<file path="src/rtl/alu_pkg.sv">
// Shared types and default sizing for the ALU operation driver and its command FIFO.
package alu_pkg;

  typedef enum logic [1:0] {
    OP_ADD = 2'b00,
    OP_SUB = 2'b01,
    OP_OR  = 2'b10,
    OP_AND = 2'b11
  } alu_op_e;

  typedef enum logic [2:0] {
    StIdle,
    StSetup,
    StConfirm,
    StWait,
    StResp
  } drv_state_e;

  typedef struct packed {
    alu_op_e    op;
    logic [1:0] a;
    logic [1:0] b;
  } alu_cmd_t;

  localparam int unsigned DefaultFifoDepth = 4;
  localparam int unsigned DefaultResultLat = 2;

endpackage

</file>
<file path="src/rtl/alu_cmd_fifo.sv">
// Synchronous command FIFO; a push while full is dropped, even if a pop happens in the same cycle.
module alu_cmd_fifo
  import alu_pkg::*;
#(
  parameter int unsigned Depth = DefaultFifoDepth
) (
  input  logic                   clk,
  input  logic                   reset,
  input  logic                   push,
  input  alu_cmd_t               wdata,
  input  logic                   pop,
  output alu_cmd_t               rdata,
  output logic                   full,
  output logic                   empty,
  output logic [$clog2(Depth):0] count
);

  localparam int unsigned AddrW = $clog2(Depth);
  localparam logic [AddrW:0] DepthCnt = (AddrW + 1)'(Depth);

  alu_cmd_t         mem [Depth];
  logic [AddrW-1:0] wr_ptr;
  logic [AddrW-1:0] rd_ptr;
  logic             do_push;
  logic             do_pop;

  assign full    = (count == DepthCnt);
  assign empty   = (count == '0);
  assign do_push = push && !full;
  assign do_pop  = pop && !empty;
  assign rdata   = mem[rd_ptr];

  always_ff @(posedge clk) begin
    if (reset) begin
      wr_ptr <= '0;
      rd_ptr <= '0;
      count  <= '0;
    end else begin
      if (do_push) begin
        wr_ptr <= wr_ptr + 1'b1;
      end
      if (do_pop) begin
        rd_ptr <= rd_ptr + 1'b1;
      end
      case ({do_push, do_pop})
        2'b10:   count <= count + 1'b1;
        2'b01:   count <= count - 1'b1;
        default: count <= count;
      endcase
    end
  end

  // Storage carries no reset; only the pointers and count define validity.
  always_ff @(posedge clk) begin
    if (do_push) begin
      mem[wr_ptr] <= wdata;
    end
  end

endmodule

</file>
<file path="src/rtl/alu_op_driver.sv">
// Queues ALU commands and sequences each through setup, confirm strobe, fixed-latency wait and a
// held response, keeping at most one operation outstanding at the ALU.
module alu_op_driver
  import alu_pkg::*;
#(
  parameter int unsigned FIFO_DEPTH = DefaultFifoDepth,
  parameter int unsigned RESULT_LAT = DefaultResultLat
) (
  input  logic       clk,
  input  logic       reset,
  input  logic       cmd_valid,
  output logic       cmd_ready,
  input  logic [1:0] cmd_op,
  input  logic [1:0] cmd_a,
  input  logic [1:0] cmd_b,
  output logic       handshaking,
  output logic       confirm_op,
  output logic [1:0] switch_op,
  output logic [1:0] operand_a,
  output logic [1:0] operand_b,
  input  logic [1:0] alu_result,
  output logic       rsp_valid,
  input  logic       rsp_ready,
  output logic [1:0] rsp_result,
  output logic [1:0] rsp_op,
  output logic       busy
);

  localparam int unsigned CntW = (RESULT_LAT > 1) ? $clog2(RESULT_LAT) : 1;
  localparam logic [CntW-1:0] WaitLast = CntW'(RESULT_LAT - 1);

  drv_state_e                     state;
  logic [CntW-1:0]                wait_cnt;
  alu_cmd_t                       cmd_in;
  alu_cmd_t                       fifo_head;
  logic                           fifo_push;
  logic                           fifo_pop;
  logic                           fifo_full;
  logic                           fifo_empty;
  logic [$clog2(FIFO_DEPTH):0]    fifo_count;

  always_comb begin
    cmd_in    = '0;
    cmd_in.op = alu_op_e'(cmd_op);
    cmd_in.a  = cmd_a;
    cmd_in.b  = cmd_b;
  end

  assign cmd_ready = !fifo_full;
  assign fifo_push = cmd_valid && cmd_ready;
  // The head is consumed exactly when the FSM loads a new command into the ALU operands.
  assign fifo_pop  = !fifo_empty &&
                     ((state == StIdle) || ((state == StResp) && rsp_ready));
  assign busy      = (state != StIdle) || (fifo_count != '0);

  alu_cmd_fifo #(
    .Depth (FIFO_DEPTH)
  ) u_fifo (
    .clk   (clk),
    .reset (reset),
    .push  (fifo_push),
    .wdata (cmd_in),
    .pop   (fifo_pop),
    .rdata (fifo_head),
    .full  (fifo_full),
    .empty (fifo_empty),
    .count (fifo_count)
  );

  always_ff @(posedge clk) begin
    if (reset) begin
      state       <= StIdle;
      wait_cnt    <= '0;
      handshaking <= 1'b0;
      confirm_op  <= 1'b0;
      switch_op   <= '0;
      operand_a   <= '0;
      operand_b   <= '0;
      rsp_valid   <= 1'b0;
      rsp_result  <= '0;
      rsp_op      <= '0;
    end else begin
      confirm_op <= 1'b0;
      unique case (state)
        StIdle: begin
          if (!fifo_empty) begin
            switch_op   <= fifo_head.op;
            operand_a   <= fifo_head.a;
            operand_b   <= fifo_head.b;
            handshaking <= 1'b1;
            state       <= StSetup;
          end
        end
        StSetup: begin
          confirm_op <= 1'b1;
          state      <= StConfirm;
        end
        StConfirm: begin
          wait_cnt <= '0;
          state    <= StWait;
        end
        StWait: begin
          if (wait_cnt == WaitLast) begin
            rsp_result <= alu_result;
            rsp_op     <= switch_op;
            rsp_valid  <= 1'b1;
            state      <= StResp;
          end else begin
            wait_cnt <= wait_cnt + 1'b1;
          end
        end
        StResp: begin
          if (rsp_ready) begin
            rsp_valid <= 1'b0;
            if (!fifo_empty) begin
              switch_op <= fifo_head.op;
              operand_a <= fifo_head.a;
              operand_b <= fifo_head.b;
              state     <= StSetup;
            end else begin
              handshaking <= 1'b0;
              state       <= StIdle;
            end
          end
        end
        default: begin
          handshaking <= 1'b0;
          state       <= StIdle;
        end
      endcase
    end
  end

endmodule

</file>
<file path="config.mk">
export PLATFORM = sky130hd
export DESIGN_NAME = alu_op_driver
export DESIGN_NICKNAME = d
export VERILOG_FILES = /design/src/rtl/alu_pkg.sv /design/src/rtl/alu_cmd_fifo.sv /design/src/rtl/alu_op_driver.sv
export SDC_FILE = /design/constraint.sdc
export NUM_CORES = 1
export LEC_CHECK = 0
export BUFFER_PORTS_ARGS = -buffer_cell sky130_fd_sc_hd__buf_4
export CORE_MARGIN = 4
export CORE_UTILIZATION = 50
export CTS_BUF_LIST = sky130_fd_sc_hd__clkbuf_4
export DETAILED_ROUTE_END_ITERATION = 10
export GPL_ROUTABILITY_DRIVEN = 0
export GPL_TIMING_DRIVEN = 0
export PLACE_DENSITY_LB_ADDON = 0.3
export SLEW_MARGIN = 20
export SYNTH_ARGS = -nofsm -noshare
export SYNTH_HDL_FRONTEND = slang
export SYNTH_SLANG_ARGS = --single-unit
</file>
<file path="constraint.sdc">
create_clock -name clk -period 4.77 [get_ports clk]
set_input_delay 1.1925 -clock clk [delete_from_list [all_inputs] [get_ports clk]]
set_output_delay 1.1925 -clock clk [all_outputs]
set_load 0.01 [all_outputs]
</file>
# [Word-level counts from Yosys, hierarchy flattened]
# Memories as Yosys holds them, arrays and structs flattened. A register that Yosys moved wholly into a read port is not among the register bits.
# Cells that the tools add are included.
[totals] register_bits=24 ram_bits=24 input_bits=12 out_inout_bits=15 wordCells=83 n_memories=1
[op_classes] add_sub_neg=5 eq_ne=11 muxes=29 bitwise=1 n_reduce_logical=23
[memory_table] memory="u_fifo.mem" depth=4 width=6 read_ports=1 rd_clocked_by_memory_dff=1 write_ports=1 line_no="alu_cmd_fifo.sv:21" rtl="alu_cmd_t mem [Depth];"
[ops] operator="2-bit 2-to-1 mux" n=8
[ops] operator="3-bit case mux with 5 select lines" n=1
[ops] operator="2-bit case mux with 2 select lines" n=3
[ops] operator="1-bit 2-to-1 mux" n=10
[ops] operator="3-bit 2-to-1 mux" n=3
[ops] operator="2-bit inequality test (second input constant)" n=4
[ops] operator="2-bit nonzero test" n=4
[ops] operator="3-bit by 2-bit equality test with 1-bit output (second input constant)" n=2
[ops] operator="3-bit equality test (second input constant)" n=2
[ops] operator="3-bit logical NOT" n=2
[ops] operator="3-bit case mux with 2 select lines" n=1
[ops] operator="3-bit AND reduction" n=2
[ops] operator="3-bit nonzero test" n=2
[ops] operator="1-bit logical AND" n=5
[ops] operator="2-bit by 1-bit adder with 2-bit output (second input constant)" n=2
[ops] operator="1-bit case mux with 2 select lines" n=2
[ops] operator="2-bit AND reduction" n=2
[ops] operator="4-bit AND reduction" n=1
[ops] operator="3-bit by 1-bit adder with 3-bit output (second input constant)" n=1
[ops] operator="3-bit by 1-bit equality test with 1-bit output (second input constant)" n=1
[ops] operator="1-bit case mux with 3 select lines" n=1
[ops] operator="3-bit OR reduction" n=1
[ops] operator="3-bit by 1-bit subtractor with 3-bit output (second input constant)" n=1
[ops] operator="2-bit by 1-bit equality test with 1-bit output (second input constant)" n=1
[ops] operator="5 further kinds" n=7

# [Depth between registers and ports, before layout]
[depth] ltp_word=7 ltp_mapped=9 mapped_depth_nobuf=7

# [By module]
# Synthesis repeated with hierarchy kept, for this count alone.
[unflattened] cells_unflattened=161 area_unflattened_um2=2063.2
[by_module_without_submodules] mod="alu_cmd_fifo" n_inst=1 cells_each=85 area_per_inst_um2=1341.3 seq_area_each_um2=900.9
[by_module_without_submodules] mod="alu_op_driver" n_inst=1 cells_each=76 area_per_inst_um2=721.9 seq_area_each_um2=340.3

# [Worst setup path after synthesis]
# No wires, ideal clock.
[synth_timing] kind="in2reg" from="in rsp_ready" to="reg u_fifo.count[2]" setup_ps=70 t_arrival_ps=2776 t_required_ps=4700 setup_slack_ps=1923 stages=8 path_buffers=1 cell_sequence="nor2b_1 clkbuf_1 nor3_1 ha_1 fa_1 xnor2_1 or3_1 a21oi_1"
[synth_between] elab_chain_cells=6 word_cells_on_any_way=8 classes_between="eq/ne: 2; mux: 1; reduce/logical: 5"
[synth_rtl] element="from (decl)" line_no="alu_op_driver.sv:23" rtl="input logic rsp_ready,"
[synth_rtl] element="1-bit logical AND *" line_no="alu_op_driver.sv:53" rtl="((state == StIdle) || ((state == StResp) && rsp_ready));"
[synth_rtl] element="1-bit logical OR *" line_no="alu_op_driver.sv:53"
[synth_rtl] element="1-bit logical AND *" line_no="alu_op_driver.sv:52" rtl="assign fifo_pop = !fifo_empty &&"
[synth_rtl] element="1-bit logical AND *" line_no="alu_cmd_fifo.sv:30" rtl="assign do_pop = pop && !empty;"
[synth_rtl] element="named net u_fifo.do_pop" line_no="alu_cmd_fifo.sv:25" rtl="logic do_pop;"
[synth_rtl] element="2-bit by 1-bit equality test with 1-bit output / 2-bit equality test (equally long branches)" line_no="alu_cmd_fifo.sv:45" rtl="case ({do_push, do_pop})"
[synth_rtl] element="3-bit case mux with 2 select lines / 2-bit nonzero test (equally long branches)"
[synth_rtl] element="to (signal assigned)" line_no="alu_cmd_fifo.sv:46" rtl="2'b10: count <= count + 1'b1;"
[synth_rtl] element="to (signal assigned)" line_no="alu_cmd_fifo.sv:47" rtl="2'b01: count <= count - 1'b1;"
[synth_rtl] element="to (signal assigned)" line_no="alu_cmd_fifo.sv:48" rtl="default: count <= count;"
[synth_rtl] element="to (decl)" line_no="alu_cmd_fifo.sv:15" rtl="output logic [$clog2(Depth):0] count"
# The timed path passes the listed nets; every way through them passes the cells marked *.
# A chain may end at the register's enable or synchronous reset.

# [Final worst setup path]
[layout_timing] from="reg u_fifo.count[0]" to="out busy"
[layout_between] elab_chain_cells=2
[layout_rtl] element="3-bit nonzero test" line_no="alu_op_driver.sv:54" rtl="assign busy = (state != StIdle) || (fifo_count != '0);"
[layout_rtl] element="1-bit logical OR" line_no="alu_op_driver.sv:54"
[layout_rtl] element="to (decl)" line_no="alu_op_driver.sv:26" rtl="output logic busy"
# Every way passes these cells.

==> summary.log <==
[yosys] part of the Yosys area used for sequential elements 58.6%
[layout] number of filler cells placed in the layout 321
[worst_hold_path] start point of the worst min-delay path operand_a[0]
[power] VDD IR-drop max 0.000237 V
[clocking] CTS resizes 0
[clocking] clock tree root buffer cell clkbuf_4
[route] First-pass DRT Iterations 4
[setup_path] Critical-path top delay cell clkbuf_1
[yosys] syn_nets 184
[route] via/cell ratio 5.63
[yosys] most area-hungry cell type in the Yosys netlist edfxtp_1
[yosys] synthesis-stage register bit count 50
[yosys] number of synthesized flops with an enable pin 24
[route] routed len/inst 15.5 um
[worst_hold_path] classification of the worst-slack hold path reg2reg
[setup_path] type of the worst setup path reg2out
[timing] Max Clk Rate 0.327 GHz
[setup_path] Max stage delay on crit path 0.41 ns
[floorplanning] overall die width 73.1 um
[yosys] top area cells in the synthesized netlist edfxtp_1, dfxtp_1, mux4_2, a21oi_1, ha_1
[power] overall power of the completed layout 1.25 mW
[global_route] antenna violations before repair 0
[timing] count of endpoints failing hold in the final timing report 0
[timing] Setup Viol. Count Final 0
[clocking] buffers from clock root to sink, at most 2
[placed_design] Post-DP Area 2360 sq um
[floorplanning] site row count 23
[layout] final instance area 2420 sq um
[floorplanning] Boundary Pins 27
[clocking] count of hold buffers inserted by post-cts repair 0
[floorplanning] die height 73.1 um
[timing] unrepaired setup endpoints after global routing no
[setup_path] data arrival time of the critical path 1.86 ns
[floorplanning] Die Area 5350 sq um
[timing] total negative setup slack 0 ns
[layout] non-filler instance count after layout 248
[global_route] total track usage 15.6%
[global_route] via count of the first global-routing pass 1323
[yosys] fraction of synthesized cell area taken by the top area cell type 34.0%
[setup_path] startpoint of the most critical register-to-register path u_fifo.count[0]
[placed_design] DP HPWL 2.83 mm
[clocking] number of buffers added by the clock tree synthesis step 5
[setup_path] worst reg-to-reg setup slack 2.20 ns
[layout] layout cells sized above 1 23.2%
[global_route] pin count of the biggest net entering global routing 18
[yosys] Post-Synthesis Cell Area 2120 sq um
[placed_design] # placed instances 240
[timing] clock period minus worst slack 3.06 ns
[global_route] global-route wire length before repair 6.22 mm
[setup_path] nature of the critical path startpoint flip-flop
[route] DR iter-0 viols 74
[yosys] number of standard cells after synthesis 166
[yosys] ys flop type dfxtp_1
[timing] final clock skew 0.0264 ns
[setup_path] destination of the worst register-to-register timing path u_fifo.count[2]
[clocking] clock latency at the later pin of the worst-skew pair 0.38 ns
[setup_path] number of cells traversed by the worst register-to-register path 8
[layout] ant diodes 0
[yosys] Post-Synthesis Mean Instance Area 12.8 sq um
[clocking] Post-CTS Repair Setup Buffers 0
[setup_path] Critical Path Sink busy
[clocking] clock tree from TritonCTS done
[route] Total Wirelength 3.85 mm
[clocking] H-tree levels 2
[yosys] number of warnings issued by yosys 0
[setup_path] Crit path required time 3.58 ns
[clocking] clk slew on worst S/H paths 0.16 ns
[yosys] leading cell types by count after synthesis dfxtp_1, edfxtp_1, a21oi_1
[power] Lkg Pwr 0.926 nW
[setup_path] type of element capturing the critical path output pin
[layout] Syn-to-layout area delta 14.3%
[timing] worst slew margin relative to its limit 64.0%
[layout] Final #Nets 215
[floorplanning] initial cell density of the core 52.2%
[yosys] Distinct cells, synth 42
[layout] area of the multi-input gates 786 sq um
[route] DR vias 1397
[placed_design] total of buffers placed on input and output ports 24
[route] total DRC errors in the routed layout 0
[floorplanning] area of the core 4060 sq um
[clocking] TritonCTS Sinks 50
[timing] share of the cycle needed by the critical path after routing 64.0%
[power] pwr/cell area 515 nW/um^2
[global_route] GR Overflow Total 0
[setup_path] critical path startpoint u_fifo.count[0]
[setup_path] series of cell instances along the critical path nor3_1 > clkbuf_1 > nand3_1 > buf_4
[yosys] fraction of registers with async set or reset after synthesis 0%
[setup_path] highest net fanout along the worst path 10
[run] number of maximum-capacitance constraint violations 0
[timing] slew at the pin closest to its max-slew limit 0.540 ns
[layout] Reg area 1240 sq um
[yosys] cell with the most instances after synthesis dfxtp_1
[timing] count of pins over their slew limit 0
[status] outcome finished clean
[route] count of antenna-violating nets left after detailed routing 0
-- area by class of cell --
class,count,share of cell area [%]
clock buffer,5,1.55
clock inverter,3,0.981
tap,50,2.58
multi-input combinational,98,32.4
timing repair buffer,24,7.43
buffer,14,3.20
sequential,50,51.2
inverter,4,0.620
-- cells by family after synthesis --
kind of cell / count (synthesis) / share of synthesized area (%)
AOI/OAI and AO/OA: 31 / 9.33
xor gates and xnor gates: 2 / 0.827
adders and majority gates: 6 / 3.90
buffers and inverters: 18 / 4.37
DFF: 50 / 58.6
and+or+nand+nor: 46 / 13.2
muxes: 13 / 9.80
-- metrics by stage --
step | hold WS, ns | setup WS (ns) | util (%)
after floorplan | 0.475 | 1.92 | -
after global placement | 0.460 | 1.66 | 58.2
after detailed placement | 0.468 | 1.59 | 58.2
after CTS | 0.488 | 1.68 | 59.7
after global routing | 0.524 | 1.56 | 59.7
final | 0.486 | 1.71 | 59.7
-- critical path, delay by kind of cell, from the launching register on --
family                 cells  cell delay, ns
buffers and inverters      2            0.58
and+or+nand+nor            2            0.52
DFF                        1            0.39
-- layout by cell type, fill, tap and decap left out, drive strengths merged, types with 3 or more instances in the layout --
cell and instances:
and3 6, dfxtp 26, mux4 6, clkbuf 13
edfxtp 24, mux2i 5, a21oi 16, nand3b 3
o31ai 7, buf 30, nand4 7, nor2 9
nor3 3, ha 5, nand3 3, inv 5
-- worst min path at each step --
stage	to	slack (ns)	cells past startpoint
final	operand_a[0]	0.49	2
after global routing	operand_a[0]	0.52	2
after CTS	operand_a[0]	0.49	2
after detailed placement	operand_a[0]	0.47	2
after global placement	operand_a[0]	0.46	2
after floorplan	u_fifo.count[2]	0.47	2
-- sequential cells by signal (all words and copies together) (netlist names), 2 cells and up, named ones only --
signal         flops
rsp_result         2
operand_a          2
u_fifo.rd_ptr      2
state              3
rsp_op             2
u_fifo.mem        24
u_fifo.wr_ptr      2
operand_b          2
switch_op          2
u_fifo.count       3
-- where the power goes --
part           leakage [nW]  total (mW)  internal (mW)  switching, mW
sequential            0.433       0.573          0.527         0.0467
clock                0.0278       0.198         0.0591          0.139
combinational         0.466       0.478          0.225          0.252
-- per-layer routing --
| layer | vias up | global-route usage [%] | part of all wire [%] |
|---|---|---|---|
| met2 | 34 | 26.1 | 50 |
| met3 | 8 | 5.10 | 5.6 |
| met4 | 0 | 6.76 | 1.7 |
| li1 | 688 | - | - |
| met1 | 667 | 18.1 | 43 |
| met5 | - | 0 | 0 |
Power figures use the tool's default switching activity.
